### src/rtl/clock_div_if.sv
// clock_div_if: divide value in, divided clock out.
// master drives div_num, slave (divider) drives clk_out.
interface clock_div_if #(
  parameter int WIDTH = 32
);
  logic [WIDTH-1:0] div_num;
  logic             clk_out;

  modport master (
    output div_num,
    input  clk_out
  );

  modport slave (
    input  div_num,
    output clk_out
  );
endinterface

### src/rtl/clock_div.sv
// clock_div: toggles clk_out every div_num+1 clk_in edges.
// Ports: clk_in, reset (async, active-low), bus.slave (div_num, clk_out).
module clock_div #(
  parameter int WIDTH = 32
) (
  input  logic        clk_in,
  input  logic        reset,
  clock_div_if.slave  bus
);
  logic [WIDTH-1:0] count;
  logic             clk_q;
  logic             hit;

  // >= so a lowered div_num restarts at once instead of wrapping
  assign hit = (count >= bus.div_num);

  always_ff @(posedge clk_in or negedge reset) begin
    if (!reset) begin
      count <= '0;
      clk_q <= 1'b0;
    end else if (hit) begin
      count <= '0;
      clk_q <= ~clk_q;
    end else begin
      count <= count + 1'b1;
    end
  end

  assign bus.clk_out = clk_q;
endmodule

### src/flat_wrapper.sv
// flat-port wrapper written by rule: the top's interface ports become plain ports
module clock_div_flat 
#(
  parameter int WIDTH = 32
)
  (clk_in, reset, bus_div_num, bus_clk_out);
  clock_div_if #(.WIDTH(WIDTH)) bus_i ();
  input  logic clk_in;
  input  logic reset;
  input wire logic [$bits(bus_i.div_num)-1:0] bus_div_num;
  output wire logic [$bits(bus_i.clk_out)-1:0] bus_clk_out;
  assign bus_i.div_num = bus_div_num;
  assign bus_clk_out = bus_i.clk_out;
  clock_div #(.WIDTH(WIDTH)) u_core (.clk_in(clk_in), .reset(reset), .bus(bus_i));
endmodule
### config.mk
export PLATFORM = sky130hd
export DESIGN_NAME = clock_div_flat
export DESIGN_NICKNAME = d
export VERILOG_FILES = /design/src/rtl/clock_div_if.sv /design/src/rtl/clock_div.sv /design/src/flat_wrapper.sv
export SDC_FILE = /design/constraint.sdc
export NUM_CORES = 1
export LEC_CHECK = 0
export BUFFER_PORTS_ARGS = -buffer_cell sky130_fd_sc_hd__buf_4
export CELL_PAD_IN_SITES_DETAIL_PLACEMENT = 1
export CELL_PAD_IN_SITES_GLOBAL_PLACEMENT = 1
export CORE_MARGIN = 4
export CORE_UTILIZATION = 30
export DETAILED_ROUTE_END_ITERATION = 10
export GPL_ROUTABILITY_DRIVEN = 0
export GPL_TIMING_DRIVEN = 0
export HOLD_SLACK_MARGIN = 0.12
export PLACE_DENSITY_LB_ADDON = 0.12
export SLEW_MARGIN = 5
export SYNTH_ARGS = -nofsm -noshare
export SYNTH_HDL_FRONTEND = slang
export SYNTH_SLANG_ARGS = --single-unit
### constraint.sdc
create_clock -name clk_in -period 2.9 [get_ports clk_in]
set_input_delay 0.435 -clock clk_in [delete_from_list [all_inputs] [get_ports clk_in]]
set_output_delay 0.435 -clock clk_in [all_outputs]
set_load 0.01 [all_outputs]
==> reports/metrics.cfg, run 1 <==
[pwr]
p_sw_w=0.000575
netSwitchingFraction_pct=33.0
combPwrFrac_pct=29.6
p_clk_share_pct=30.5
power_leakage_nw=1.49
intPower_w=0.00117
ir_drop_mv=0.250
seq_power_share_pct=39.9
powerDensity_nw_per_um2=564

[logic_synthesis]
syn_inst=285
synthArstFlopShare_pct=100
synth_seq_area_share_pct=32.3
synth_area_um2=2560
ys.flop_type=dfrtp_1
syn_nets=352
synth_edf_count=0
yosysWarnings=0
yosys.area.top_type=dfrtp_1
ys_top_cells_by_area=dfrtp_1 32%, ha_1 16%, xnor2_1 7.5%
avgSynthCellArea_um2=8.97
netlist-cell-type-count=40
synth_top_area_share_pct=32.3
synth-seq-cells=33

[worst_setup_path]
crit_arrival_ps=2610
worstPathRequired_ps=3100
slowest_stage=a221oi_1
worstSetupPathType=reg -> reg
max_stage_delay_ps=520
path_max_fanout=10
worstPathCellList=ha_1, a21oi_1, o21ai_0, a221oi_1, o31ai_1, buf_2, nor3_1
critPathTopFamily=compound AO/OA/AOI/OAI gates
endpoint_kind=flop
crit_buf_inv=1
worst_setup_path_start_kind=flop

[final_layout]
drive_gt1_share_pct=18.3
finalNetCount=394
diodes=0
areaGrowthSynthToFinish_pct=20.7
final_common_cell=inv_1
final_cells=433
layout.cells.most_common_list=39 x inv_1, 38 x nor3_1, 34 x buf_4
postLayoutCellArea_um2=3090

[drt]
wire_per_inst_um=14.7
drc=0
initialDrtViolationCount=24
finalWirelength_mm=6.38
vias=2139
dr.pass1.iters=4
ant_nets=0
vias_per_cell=4.94

[run]
cap_viol_max_count=0

[placement]
place_area_um2=2940
dpl.hpwl_mm=4.89
port_buffers=34
pre_cts_ws_ps=361
dp.cells=424

[die]
initial_core_util_pct=31.0
die-area_um2=10100
die_h_um=100
core_um2=8260
die_w_um=100
num_rows=33
ios=35

[cts]
cts_tree=done
post_cts_buffers=0
clk_path_buf_depth=2
cts.sinks=33
clk_pin_slew_ps=80
hold_buffers=1
cts_buffers=5
cts_resized=0
clk_latency_ps=290
cts_root_buf=clkbuf_8
htreeDepth=2

[timing]
report.final.slew_viol_count=0
fin_ws_ps=485
holdWs_ps=519
final-hold-violation-count=0
setup_violations=0
period_needed_ps=2410
fin_worst_skew_ps=9.75
max_slew_margin_pct=60.2
max_freq_ghz=0.414
fin_crit_sh_pct=83.3
worstMarginPinSlew_ps=592
rsz0062_at_grt=no
fin_tns_setup_ps=0

[grt]
antenna_found_initial=0
grt_remaining_overflow=0
grt_max_degree=34
grt_pass1_wl_mm=11.2
grt_usage_pct=13.7
grt_pass1_vias=2266

[hold_path]
min_path_type=reg -> reg

[run_status]
outcome=completed

-- cell type report --
cell class	instances	area (um2)
sequential	33	826
clock inverter	3	65.1
buffer	10	75.1
multi-input combinational	203	1510
timing repair buffer	35	265
clock buffer	5	68.8
inverter	39	146
tap	105	131
fill	1003	5170
-- state kept, by name (all words and copies together), names as in the netlist --
register            cells
u_core.bus.clk_out      1
u_core.count           32
-- power by group through the flow --
stage	registers, W	clock network (W)	logic [W]
2_1_floorplan	0.000671	0	0.000379
3_3_place_gp	0.000708	0	0.000503
3_5_place_dp	0.000706	0	0.000522
4_1_cts	0.000697	0.000539	0.000528
5_1_grt	0.000721	0.000558	0.000597
6_report	0.000695	0.000530	0.000515
-- worst register-to-register path, delay by kind of cell, from the launching register on --
family | cells | cell delay (ps)
flip-flops | 1 | 430
adder cells (fa/ha/maj) | 1 | 330
AO/OA/AOI/OAI | 4 | 1060
buffers and inverters | 1 | 260
AND/OR/NAND/NOR | 1 | 230
-- cells by family (layout without fill, tap and decap cells) --
group | after synthesis | count (layout) | synth area share, %
AND/OR/NAND/NOR | 110 | 110 | 23.7
buffers and inverters | 49 | 92 | 8.66
adder cells (fa/ha/maj) | 33 | 33 | 16.1
flip-flops | 33 | 33 | 32.3
AO/OA/AOI/OAI | 31 | 31 | 9.30
XOR/XNOR | 29 | 29 | 9.93
-- synth_stat cells, types with 5 or more instances --
library cell	n
a21oi_1	11
buf_2	6
dfrtp_1	33
ha_1	33
inv_1	39
nand2_1	18
nand3_1	11
nand4_1	10
nor2_1	5
nor3_1	38
nor4_1	10
xnor2_1	22
xor2_1	7
-- stage by stage --
| stage | utilization, % | power [W] |
|---|---|---|
| after floorplan | - | 0.00105 |
| after global placement | 35.7 | 0.00121 |
| after detailed placement | 35.7 | 0.00123 |
| after CTS | 37.4 | 0.00176 |
| after global routing | 37.4 | 0.00188 |
| final | 37.4 | 0.00174 |
-- layer usage --
layer / GRT usage [%] / vias to the layer above / routed length [um]
met3: 2.36 / 5 / 214
met1: 19.3 / 1022 / 3230
met2: 22.0 / 24 / 2890
met4: 2.80 / 0 / 43
met5: 0 / - / 0
li1: - / 1088 / -
-- path summary, 6_finish.rpt --
| path | start | to | slack (ps) | depth (start not counted) |
|---|---|---|---|---|
| worst max-delay path | u_core.count[27] | u_core.count[9] | 490 | 7 |
| worst min register to register | u_core.count[0] | u_core.count[0] | 520 | 1 |
| min in group asynchronous | reset | u_core.count[28] | 640 | 2 |
| worst min-delay path | u_core.count[0] | u_core.count[0] | 520 | 1 |
| max in group asynchronous | reset | u_core.count[6] | 1940 | 2 |
| worst max register to register | u_core.count[27] | u_core.count[9] | 490 | 7 |
Note: power is estimated with default switching activity, not from simulation.
==> run 2, diff against run 1 <==
==> constraint.sdc (replaced) <==
create_clock -name clk_in -period 2.5 [get_ports clk_in]
set_input_delay 0.375 -clock clk_in [delete_from_list [all_inputs] [get_ports clk_in]]
set_output_delay 0.375 -clock clk_in [all_outputs]
set_load 0.01 [all_outputs]
==> reports/metrics.cfg, run 2 (same netlist as run 1, synthesis figures left out) <==
[timing]
final-hold-violation-count=0
fin_tns_setup_ps=0
fin_worst_skew_ps=6.25
worstMarginPinSlew_ps=595
rsz0062_at_grt=no
max_freq_ghz=0.440
fin_crit_sh_pct=90.9
report.final.slew_viol_count=0
max_slew_margin_pct=60.0
period_needed_ps=2270
setup_violations=0

[drt]
finalWirelength_mm=6.40
vias=2143
dr.pass1.iters=4
drc=0
wire_per_inst_um=14.8
vias_per_cell=4.95
ant_nets=0
initialDrtViolationCount=17

[cts]
cts_root_buf=clkbuf_8
clk_pin_slew_ps=80
htreeDepth=2
cts.sinks=33
cts_buffers=5
clk_path_buf_depth=2
post_cts_buffers=0
clk_latency_ps=290
cts_tree=done

[worst_setup_path]
worstPathRequired_ps=2660
path_max_fanout=10
endpoint_kind=flop
crit_arrival_ps=2440
rrSetupSlack_ps=230
critPathTopFamily=compound AO/OA/AOI/OAI gates
worstPathCellList=ha_1, a21oi_1, o21ai_0, a221oi_2, o31ai_1, buf_2, nor3_1
crit_buf_inv=1
slowest_stage=o31ai_1
max_stage_delay_ps=520
worstSetupPathType=reg -> reg
worst_setup_path_start_kind=flop

[pwr]
powerDensity_nw_per_um2=654
power_leakage_nw=1.49
ir_drop_mv=0.290

[die]
core_um2=8260
num_rows=33
die-area_um2=10100
initial_core_util_pct=31.0
die_w_um=100
ios=35
die_h_um=100

[final_layout]
final_core_utilization_pct=37.7
largest_reg_flops=32
diodes=0
layout.cells.most_common_list=39 x inv_1, 38 x nor3_1, 34 x buf_4
regMostFlops=u_core.count
final_common_cell=inv_1
drive_gt1_share_pct=18.9
finalNetCount=394
areaGrowthSynthToFinish_pct=21.7

[run]
cap_viol_max_count=0

[grt]
grt_remaining_overflow=0
grt_max_degree=34
grt_usage_pct=13.7
antenna_found_initial=0
grt_pass1_vias=2266
grt_pass1_wl_mm=11.2

[run_status]
outcome=completed

[placement]
port_buffers=34
dpl.hpwl_mm=4.89

[hold_path]
min_path_type=reg -> reg

-- run 2: stage by stage --
| stage | area (um2) | worst slack (ps) | power (W) | cells | hold slack (ps) |
|---|---|---|---|---|---|
| 6_report | 3110 | 228 | 0.00204 | 433 | 520 |
| 5_1_grt | 3110 | 21.9 | 0.00220 | 433 | 560 |
| 4_1_cts | 3090 | 33.2 | 0.00205 | 433 | 532 |
| 2_1_floorplan | 2560 | 453 | 0.00122 | 285 | 79.4 |
| 3_3_place_gp | 2940 | 24.3 | 0.00140 | 424 | 362 |
| 3_5_place_dp | 2940 | 20.6 | 0.00143 | 424 | 369 |
-- run 2: area by class of cell --
class	count	area, um2
plain buffers	10	75.1
clock inverters	3	65.1
fillers	1001	5140
multi-input cells	203	1540
flip-flops and latches	33	826
inverters	39	146
repair buffers	35	265
clock buffers	5	68.8
well taps	105	131
-- run 2: report_power, final --
group | internal, W | switching, W | total [W] | leakage (nW)
Sequential | 0.000651 | 0.000156 | 0.000807 | 0.442
Combinational | 0.000308 | 0.000310 | 0.000618 | 0.981
Clock | 0.000396 | 0.000215 | 0.000612 | 0.0681
Total | 0.00136 | 0.000681 | 0.00204 | 1.49
-- run 2: repair_timing --
item                       4_1_cts  5_1_grt
setup endpoints to repair        0       31
hold endpoints to repair        33        0
hold buffers                     1        0
gates resized for setup          0        3
-- run 2: routing by layer --
metal  up-vias  share of wire [%]  track usage, %
met3         5                3.1            2.36
met4         0               0.66            2.80
met1      1026                 50            19.3
met2        22                 46            22.0
met5         -                  0               0
li1       1090                  -               -
-- run 2: worst paths after layout --
path / start / end / cells after the start
setup / recovery: u_core.count[17] / u_core.count[15] / 7
hold / removal: u_core.count[0] / u_core.count[0] / 1
setup reg to reg: u_core.count[17] / u_core.count[15] / 7
hold reg to reg: u_core.count[0] / u_core.count[0] / 1
max in group asynchronous: reset / u_core.count[6] / 2
min in group asynchronous: reset / u_core.count[15] / 2
==> run 3, diff against run 2 <==
--- a/config.mk
+++ b/config.mk
@@ -10,11 +10,14 @@
 export CELL_PAD_IN_SITES_GLOBAL_PLACEMENT = 1
 export CORE_MARGIN = 4
 export CORE_UTILIZATION = 30
+export CTS_CLUSTER_DIAMETER = 80
 export DETAILED_ROUTE_END_ITERATION = 10
 export GPL_ROUTABILITY_DRIVEN = 0
 export GPL_TIMING_DRIVEN = 0
 export HOLD_SLACK_MARGIN = 0.12
 export PLACE_DENSITY_LB_ADDON = 0.12
+export REMOVE_ABC_BUFFERS = 1
+export SETUP_SLACK_MARGIN = 0.02
 export SLEW_MARGIN = 5
 export SYNTH_ARGS = -nofsm -noshare
 export SYNTH_HDL_FRONTEND = slang
==> reports/metrics.cfg, run 3 (same netlist as run 1, synthesis figures left out) <==
[run_status]
outcome=completed

[die]
core_um2=8260
num_rows=33
die_w_um=100
initial_core_util_pct=31.0
ios=35
die_h_um=100
die-area_um2=10100

[worst_setup_path]
max_stage_delay_ps=480
worst_setup_path_start_kind=flop
worstPathCellList=ha_1, nand4_1, or2_1, a2111oi_4, o31a_2, buf_12, nor3_1
rrSetupSlack_ps=250
r2r-start=u_core.count[14]
critPathTopFamily=compound AO/OA/AOI/OAI gates
crit_arrival_ps=2430
worstPathRequired_ps=2670
crit_buf_inv=1
endpoint_kind=flop
r2r_end=u_core.count[2]
path_max_fanout=14
slowest_stage=a2111oi_4
startpoint=u_core.count[14]
worstSetupPathType=reg -> reg
reg2regPathDepth=7

[timing]
report.final.slew_viol_count=0
fin_worst_skew_ps=3.49
setup_violations=0
final-hold-violation-count=0
worstMarginPinSlew_ps=721
max_freq_ghz=0.444
fin_tns_setup_ps=0
fin_crit_sh_pct=90.1
max_slew_margin_pct=51.9
rsz0062_at_grt=no
period_needed_ps=2250

[grt]
grt_pass1_wl_mm=11.2
grt_pass1_vias=2215
grt_usage_pct=13.8
antenna_found_initial=0
grt_max_degree=34
grt_remaining_overflow=0

[cts]
cts_buffers=5
cts_tree=done
clk_path_buf_depth=2
cts_root_buf=clkbuf_8
cts.sinks=33
clk_pin_slew_ps=70
htreeDepth=2
clk_latency_ps=290

[pwr]
combPwrFrac_pct=34.6
intPower_w=0.00120
p_clk_share_pct=22.4
p_sw_w=0.000683
netSwitchingFraction_pct=36.2
power_leakage_nw=1.47
seq_power_share_pct=43.0
powerDensity_nw_per_um2=604
total_power_w=0.00189
ir_drop_mv=0.209

[hold_path]
whs_path_depth=1
hold-path-endpoint=u_core.count[0]
min_path_type=reg -> reg
holdCritStartpoint=u_core.count[0]

[final_layout]
final_common_cell=inv_1
regMostFlops=u_core.count
areaGrowthSynthToFinish_pct=22.1
largest_reg_flops=32
diodes=0
finalNetCount=390
drive_gt1_share_pct=18.0
fillers=1000
layout.cells.most_common_list=39 x inv_1, 38 x nor3_1, 36 x buf_4

[drt]
drc=0
ant_nets=0
vias=2148
initialDrtViolationCount=51
dr.pass1.iters=4
wire_per_inst_um=14.8
vias_per_cell=5.02
finalWirelength_mm=6.34

[placement]
dpl.hpwl_mm=4.56
port_buffers=34

[run]
cap_viol_max_count=0

[run 3: cell types whose count changed in the layout (fill, tap and decap cells not counted), sizes merged]
cell	before	now
buf	44	39
clkinv	1	0
clkbuf	5	7
bufinv	2	0
o31a	2	3
[run 3: area by class of cell]
cell class                      instances  area [um2]  share of cell area, %
Multi-Input combinational cell        204        1590                   50.8
Sequential cell                        33         826                   26.4
Timing Repair Buffer                   40         348                   11.1
Inverter                               39         146                   4.69
Tap cell                              105         131                   4.21
Clock buffer                            7        86.3                   2.76
[run 3: metrics by stage]
step                      hold WS, ps  cell area, um2  setup WS, ps  utilization [%]  std cells
after floorplan                  79.4            2480          -736                -        275
after global placement            364            2870         -2470             34.7        414
after detailed placement          374            2910         -76.7             35.2        415
after CTS                         529            3060          41.3             37.0        426
after global routing              563            3120           103             37.8        428
final                             519            3120           247             37.8        428
[run 3: timing repair]
action / in CTS / in global routing
pin swaps: 2 / 1
gates cloned: 1 / 0
buffers inserted: 2 / 2
hold buffers: 1 / 0
endpoints found under the hold margin: 33 / 0
endpoints found under the setup margin: 32 / 33
gates resized for setup: 2 / 4
[run 3: power groups by stage]
| stage | Clock [W] | Combinational, W | Sequential (W) |
|---|---|---|---|
| after floorplan | 0 | 0.000433 | 0.000778 |
| after global placement | 0 | 0.000570 | 0.000824 |
| after detailed placement | 0 | 0.000616 | 0.000822 |
| after CTS | 0.000439 | 0.000627 | 0.000813 |
| after global routing | 0.000462 | 0.000747 | 0.000837 |
| final | 0.000423 | 0.000652 | 0.000811 |
[run 3: per-layer routing]
layer / wire length, um / up-vias / track usage (%) / part of all wire, %
met1: 3110 / 1032 / 19.3 / 49
met5: 0 / - / 0 / 0
li1: - / 1082 / - / -
met2: 2950 / 27 / 22.4 / 47
met4: 69 / 0 / 3.42 / 1.1
met3: 206 / 7 / 2.22 / 3.2
[run 3: how the worst max path moves through the flow]
stage / end / slack (ps) / cells after the start
floorplan: u_core.count[10] / -740 / 7
CTS: u_core.count[29] / 40 / 7
finish: u_core.count[2] / 250 / 7
global route: u_core.count[29] / 100 / 7
detailed placement: u_core.count[29] / -80 / 9
global placement: u_core.count[17] / -2470 / 8
